**src/rtl/mem_bus_pkg.sv**
```systemverilog
// Shared types for the two-port memory arbiter.
// State encodings, port indices and the pending-slot layout.
package mem_bus_pkg;

  localparam int BUS_W  = 32;
  localparam int P_CPU  = 0;
  localparam int P_LOAD = 1;

  typedef enum logic [1:0] {
    S_IDLE,
    S_READ,
    S_WRITE
  } state_t;

  typedef struct packed {
    logic             valid;
    logic             is_write;
    logic [BUS_W-1:0] addr;
    logic [3:0]       wmask;
    logic [BUS_W-1:0] wdata;
  } slot_t;

endpackage

```
**src/rtl/mem_req_slot.sv**
```systemverilog
// One requester's pending slot: capture, busy and sticky error.
// view shows the held request, or the one arriving this cycle.
module mem_req_slot
  import mem_bus_pkg::*;
#(
  parameter int XLEN = BUS_W
) (
  input  logic            clk,
  input  logic            rst_n,
  input  logic [XLEN-1:0] addr,
  input  logic            rstrb,
  input  logic [3:0]      wmask,
  input  logic [XLEN-1:0] wdata,
  input  logic            clr,
  output slot_t           view,
  output logic            busy,
  output logic            err
);

  slot_t slot;
  slot_t incoming;
  logic  req;
  logic  accept;

  assign req    = rstrb | (|wmask);
  assign accept = req & ~slot.valid;

  // A write mask wins over a simultaneous read strobe.
  always_comb begin
    incoming          = '0;
    incoming.valid    = accept;
    incoming.is_write = |wmask;
    incoming.addr     = addr;
    incoming.wmask    = wmask;
    incoming.wdata    = wdata;
  end

  assign view = slot.valid ? slot : incoming;
  assign busy = slot.valid;

  always_ff @(posedge clk or negedge rst_n) begin
    if (!rst_n) begin
      slot <= '0;
      err  <= 1'b0;
    end else begin
      if (accept)
        slot <= incoming;
      else if (clr)
        slot <= '0;
      if (req && slot.valid)
        err <= 1'b1;
    end
  end

endmodule

```
**src/rtl/mem_arbiter.sv**
```systemverilog
// Round-robin arbiter sharing one single-ported RAM between
// the processor (port 0) and the loader/debug master (port 1).
module mem_arbiter
  import mem_bus_pkg::*;
#(
  parameter int XLEN = 32,
  parameter int RLAT = 1
) (
  input  logic            clk,
  input  logic            resetn,
  input  logic [XLEN-1:0] p0_addr,
  input  logic            p0_rstrb,
  input  logic [3:0]      p0_wmask,
  input  logic [XLEN-1:0] p0_wdata,
  output logic [XLEN-1:0] p0_rdata,
  output logic            p0_busy,
  input  logic [XLEN-1:0] p1_addr,
  input  logic            p1_rstrb,
  input  logic [3:0]      p1_wmask,
  input  logic [XLEN-1:0] p1_wdata,
  output logic [XLEN-1:0] p1_rdata,
  output logic            p1_busy,
  output logic [XLEN-1:0] mem_addr,
  output logic            mem_rstrb,
  output logic [3:0]      mem_wmask,
  output logic [XLEN-1:0] mem_wdata,
  input  logic [XLEN-1:0] mem_rdata,
  output logic            err
);

  localparam int CW = (RLAT < 1) ? 1 : $clog2(RLAT + 1);

  slot_t           view0, view1, sel;
  logic            err0, err1;
  logic            clr0, clr1;
  state_t          state, state_n;
  logic [CW-1:0]   cnt, cnt_n;
  logic            last_grant, active, grant;
  logic            inflight, done, issue;
  logic [1:0]      cand;
  logic [XLEN-1:0] addr_n, wdata_n;
  logic            rstrb_n;
  logic [3:0]      wmask_n;

  mem_req_slot #(.XLEN(XLEN)) u_slot0 (
    .clk   (clk),
    .rst_n (resetn),
    .addr  (p0_addr),
    .rstrb (p0_rstrb),
    .wmask (p0_wmask),
    .wdata (p0_wdata),
    .clr   (clr0),
    .view  (view0),
    .busy  (p0_busy),
    .err   (err0)
  );

  mem_req_slot #(.XLEN(XLEN)) u_slot1 (
    .clk   (clk),
    .rst_n (resetn),
    .addr  (p1_addr),
    .rstrb (p1_rstrb),
    .wmask (p1_wmask),
    .wdata (p1_wdata),
    .clr   (clr1),
    .view  (view1),
    .busy  (p1_busy),
    .err   (err1)
  );

  assign err      = err0 | err1;
  assign inflight = (state != S_IDLE);
  assign done     = (state == S_READ && cnt == '0)
                  || (state == S_WRITE);
  assign clr0     = done & ~active;
  assign clr1     = done & active;

  // The in-flight port's slot is not a candidate for reissue.
  assign cand[0] = view0.valid & ~(inflight & ~active);
  assign cand[1] = view1.valid & ~(inflight & active);
  assign grant   = (&cand) ? ~last_grant : cand[1];
  assign sel     = grant ? view1 : view0;
  assign issue   = (!inflight || done) && (|cand) && sel.valid;

  always_ff @(posedge clk or negedge resetn) begin
    if (!resetn) begin
      state      <= S_IDLE;
      cnt        <= '0;
      last_grant <= 1'(P_LOAD);
      active     <= 1'(P_CPU);
      mem_addr   <= '0;
      mem_rstrb  <= 1'b0;
      mem_wmask  <= '0;
      mem_wdata  <= '0;
      p0_rdata   <= '0;
      p1_rdata   <= '0;
    end else begin
      state     <= state_n;
      cnt       <= cnt_n;
      mem_addr  <= addr_n;
      mem_rstrb <= rstrb_n;
      mem_wmask <= wmask_n;
      mem_wdata <= wdata_n;
      if (issue) begin
        last_grant <= grant;
        active     <= grant;
      end
      if (state == S_READ && cnt == '0) begin
        if (active)
          p1_rdata <= mem_rdata;
        else
          p0_rdata <= mem_rdata;
      end
    end
  end

  always_comb begin
    state_n = state;
    cnt_n   = cnt;
    if (state == S_READ && cnt != '0)
      cnt_n = cnt - 1'b1;
    if (!inflight || done) begin
      state_n = S_IDLE;
      if (issue) begin
        state_n = sel.is_write ? S_WRITE : S_READ;
        cnt_n   = CW'(RLAT);
      end
    end
  end

  always_comb begin
    addr_n  = mem_addr;
    rstrb_n = 1'b0;
    wmask_n = '0;
    wdata_n = '0;
    if (issue) begin
      addr_n  = sel.addr;
      rstrb_n = ~sel.is_write;
      wmask_n = sel.is_write ? sel.wmask : 4'b0;
      wdata_n = sel.is_write ? sel.wdata : '0;
    end else if (state_n == S_IDLE) begin
      addr_n = '0;
    end
  end

endmodule

```
**config.mk**
```make
export PLATFORM = sky130hd
export DESIGN_NAME = mem_arbiter
export DESIGN_NICKNAME = d
export VERILOG_FILES = /design/src/rtl/mem_bus_pkg.sv /design/src/rtl/mem_req_slot.sv /design/src/rtl/mem_arbiter.sv
export SDC_FILE = /design/constraint.sdc
export NUM_CORES = 1
export LEC_CHECK = 0
export BUFFER_PORTS_ARGS = -buffer_cell sky130_fd_sc_hd__buf_2
export CELL_PAD_IN_SITES_DETAIL_PLACEMENT = 1
export CELL_PAD_IN_SITES_GLOBAL_PLACEMENT = 1
export CORE_MARGIN = 2
export CORE_UTILIZATION = 46
export DETAILED_ROUTE_END_ITERATION = 10
export GPL_TIMING_DRIVEN = 0
export MAX_ROUTING_LAYER = met4
export PLACE_DENSITY_LB_ADDON = 0.1
export SKIP_CTS_REPAIR_TIMING = 1
export SLEW_MARGIN = 30
export SYNTH_ARGS = -nofsm -noshare
export SYNTH_HDL_FRONTEND = slang
export SYNTH_SLANG_ARGS = --single-unit
```
**constraint.sdc**
```tcl
create_clock -name clk -period 3.92 [get_ports clk]
set_input_delay 0.392 -clock clk [delete_from_list [all_inputs] [get_ports clk]]
set_output_delay 0.392 -clock clk [all_outputs]
set_load 0.02 [all_outputs]
```
==> reports/metrics.csv <==
metric,value,unit
status,finished clean,
drive_above_1_share,37.4,%
final_util,58.6,%
critPathMostFrequentCell,clkbuf_1,
gp_congestion,0.807,
cts_buffers,31,
fin_nets,1433,
worst_ep_arrival_time,2950,ps
synth.top_cells.by_area,"dfrtp_1 57%, a22o_1 12%, mux2i_1 11%",
drt_wl_total,37400,microns
synth_nets,1089,
finalMaxSlewViolations,0,
grt_pass1_wl,59400,microns
hold_class,in -> reg,
dr.first_iter.drc_count,513,
rsz0062_at_grt,false,
areaGrowthSynthToFinish,25.4,%
dpl_cell_area,14200,sq um
p_comb_share,47.2,%
ioPinCount,308,
cts_sinks,280,
clockRootBuffer,clkbuf_16,
ys_seq_elements,280,
clock_power_share,20.0,%
cp-end-kind,flop,
dieArea,27800,sq um
critPathLaunchType,flop,
die_w,167,microns
dieHeight,167,microns
cts_tree,done,
grt_max_degree,86,
synth_area,12200,sq um
clk_pin_slew,60,ps
vias_per_cell,5.72,
syn_avg_cell_area,13.3,sq um
power.internal,8.51,mW
period_needed,2510,ps
ys_seq_area_share,57.5,%
p_seq_share,32.8,%
slew-limit-headroom,38.2,%
setup_viol,0,
cp_max_fo,10,
worst-r2r-cell-count,5,
cp_slowest_cell,clkbuf_1,
crit_chain,"clkbuf_1, clkbuf_1, mux2_2, nand3_1, a21oi_1",
grt_overflow,0,
remaining_drc_errors,0,
tightest_slew,928,ps
place_hpwl,25700,microns
hold_path_depth,2,
antenna_found_initial,18,
ys_types,37,
power_switching_share,40.5,%
final.period_utilization,64.0,%
synthArstFlopShare,100,%
port_buffers,307,
p_per_area,935,nW/um^2
fmax,0.399,GHz
drv_cap,0,
worstSkewPairLatency,560,ps
ant_nets,0,
switchingPower,5.78,mW
critical_path_class,reg -> reg,
path_depth,5,
synth_flop_cell,dfrtp_1,
core,26100,sq um
crit_family,buffers and inverters,
clock_skew,12.0,ps
synth_common_cells,"279 x dfrtp_1, 163 x a22o_1, 130 x mux2i_1, 97 x mux2_2, 60 x clkbuf_1",
timing.critical_path.buf_inv,2,
leakage,7.97,nW
start_util,46.8,%
cts.path.max_buffers,3,
final_cell_area,15300,sq um
synth_top_area_share,57.3,%
avgRoutedWirePerCell,22.8,microns
gr-usage-all-layers,27.6,%
yosysWarnings,0,
row_count,59,
crit_required,4360,ps
syn_inst,917,
h-tree-depth,1,
synth_edf_count,0,
max_stage_delay,760,ps
ir_drop,575,uV
timing.final.hold_violations,0,
grt_pass1_vias,10400,
vias,9371,
dr.pass1.iters,5,
yosysMostFrequentCell,dfrtp_1,
yosysTopAreaCell,dfrtp_1,
## worst register-to-register path: stages, from the launching register on
cell,delay [ps]
dfrtp_1,450
clkbuf_1,580
clkbuf_1,770
mux2_2,430
nand3_1,80
a21oi_1,70
## kinds of logic (layout without fill, tap and decap cells)
logic type,count (synthesis),count (layout),synth area share [%]
compound gates,231,231,15.3
buf+inv,86,454,3.19
flops,280,280,57.5
mux,227,227,19.6
other cells,0,18,0
simple gates,93,93,4.37
## flip-flops by register name, indices dropped and copies added (netlist names)
register	flops
mem_wdata	32
cnt	1
p0_rdata	32
mem_rstrb	1
u_slot1.slot	69
u_slot1.busy	1
u_slot0.busy	1
u_slot1.err	1
u_slot0.slot	69
p1_rdata	32
active	1
mem_wmask	4
u_slot0.err	1
last_grant	1
state	2
mem_addr	32
## metrics by stage
stage	worst slack [ps]	TNS, ps	std cells	hold WS [ps]	power, mW
final	1410	0	1638	62.1	14.3
after global routing	1220	0	1638	51.9	15.1
after CTS	1390	0	1619	-240	14.4
after detailed placement	1170	0	1562	360	11.4
after global placement	-2960	-815200	1559	453	11.2
after floorplan	1820	0	917	96.4	9.18
## power groups by stage
stage | sequential [mW] | combinational (mW) | clock, mW
after floorplan | 5.35 | 3.83 | 0
after global placement | 4.64 | 6.56 | 0
after detailed placement | 4.69 | 6.73 | 0
after CTS | 4.68 | 6.80 | 2.92
after global routing | 4.83 | 7.28 | 3.02
final | 4.69 | 6.74 | 2.86
## layout make-up
class                      instances  area, sq um
antenna                           18         45.0
buffer                            81          370
clock buffer                      51          931
clock inverter                     6         58.8
fill                            2765        10800
inverter                           5         18.8
multi-input combinational        551         4790
sequential                       280         7010
tap                              335          419
timing repair buffer             311         1640
## cells in the final DEF (no fill, tap or decap), drive strengths merged
master / Yosys / layout
o21ai: 2 / 2
nand2: 3 / 3
dlygate4sd3: 0 / 1
inv: 5 / 6
a311oi: 4 / 4
o22ai: 2 / 2
mux2i: 130 / 130
clkinv: 0 / 4
nor2b: 8 / 8
diode: 0 / 18
dfstp: 1 / 1
buf: 19 / 329
a21o: 8 / 8
clkbuf: 62 / 113
or2: 2 / 2
or3: 33 / 33
o211ai: 1 / 1
a21oi: 35 / 35
nor2: 10 / 10
o2bb2ai: 1 / 1
or4: 2 / 2
o21a: 1 / 1
dfrtp: 279 / 279
a211oi: 4 / 4
nand3: 32 / 32
nand2b: 1 / 1
a31oi: 6 / 6
bufinv: 0 / 1
o22a: 1 / 1
o21bai: 3 / 3
nor3: 2 / 2
a22o: 163 / 163
mux2: 97 / 97
## final timing paths
check | start | endpoint | slack, ps
min | p0_addr[0] | u_slot0.slot[36] | 60
max in group asynchronous | resetn | last_grant | 2020
min reg2reg | u_slot0.slot[32] | u_slot0.slot[32] | 480
min in group asynchronous | resetn | u_slot0.slot[10] | 350
max reg2reg | u_slot0.busy | mem_wdata[30] | 1410
max | u_slot0.busy | mem_wdata[30] | 1410
## per-layer routing
metal	up-vias	part of all wire [%]	GRT usage, %
li1	4156	-	-
met1	4878	43	35.7
met2	267	48	43.9
met3	70	5.8	6.01
met4	0	2.8	8.25
met5	-	0	-
(Power assumes the default switching activity.)
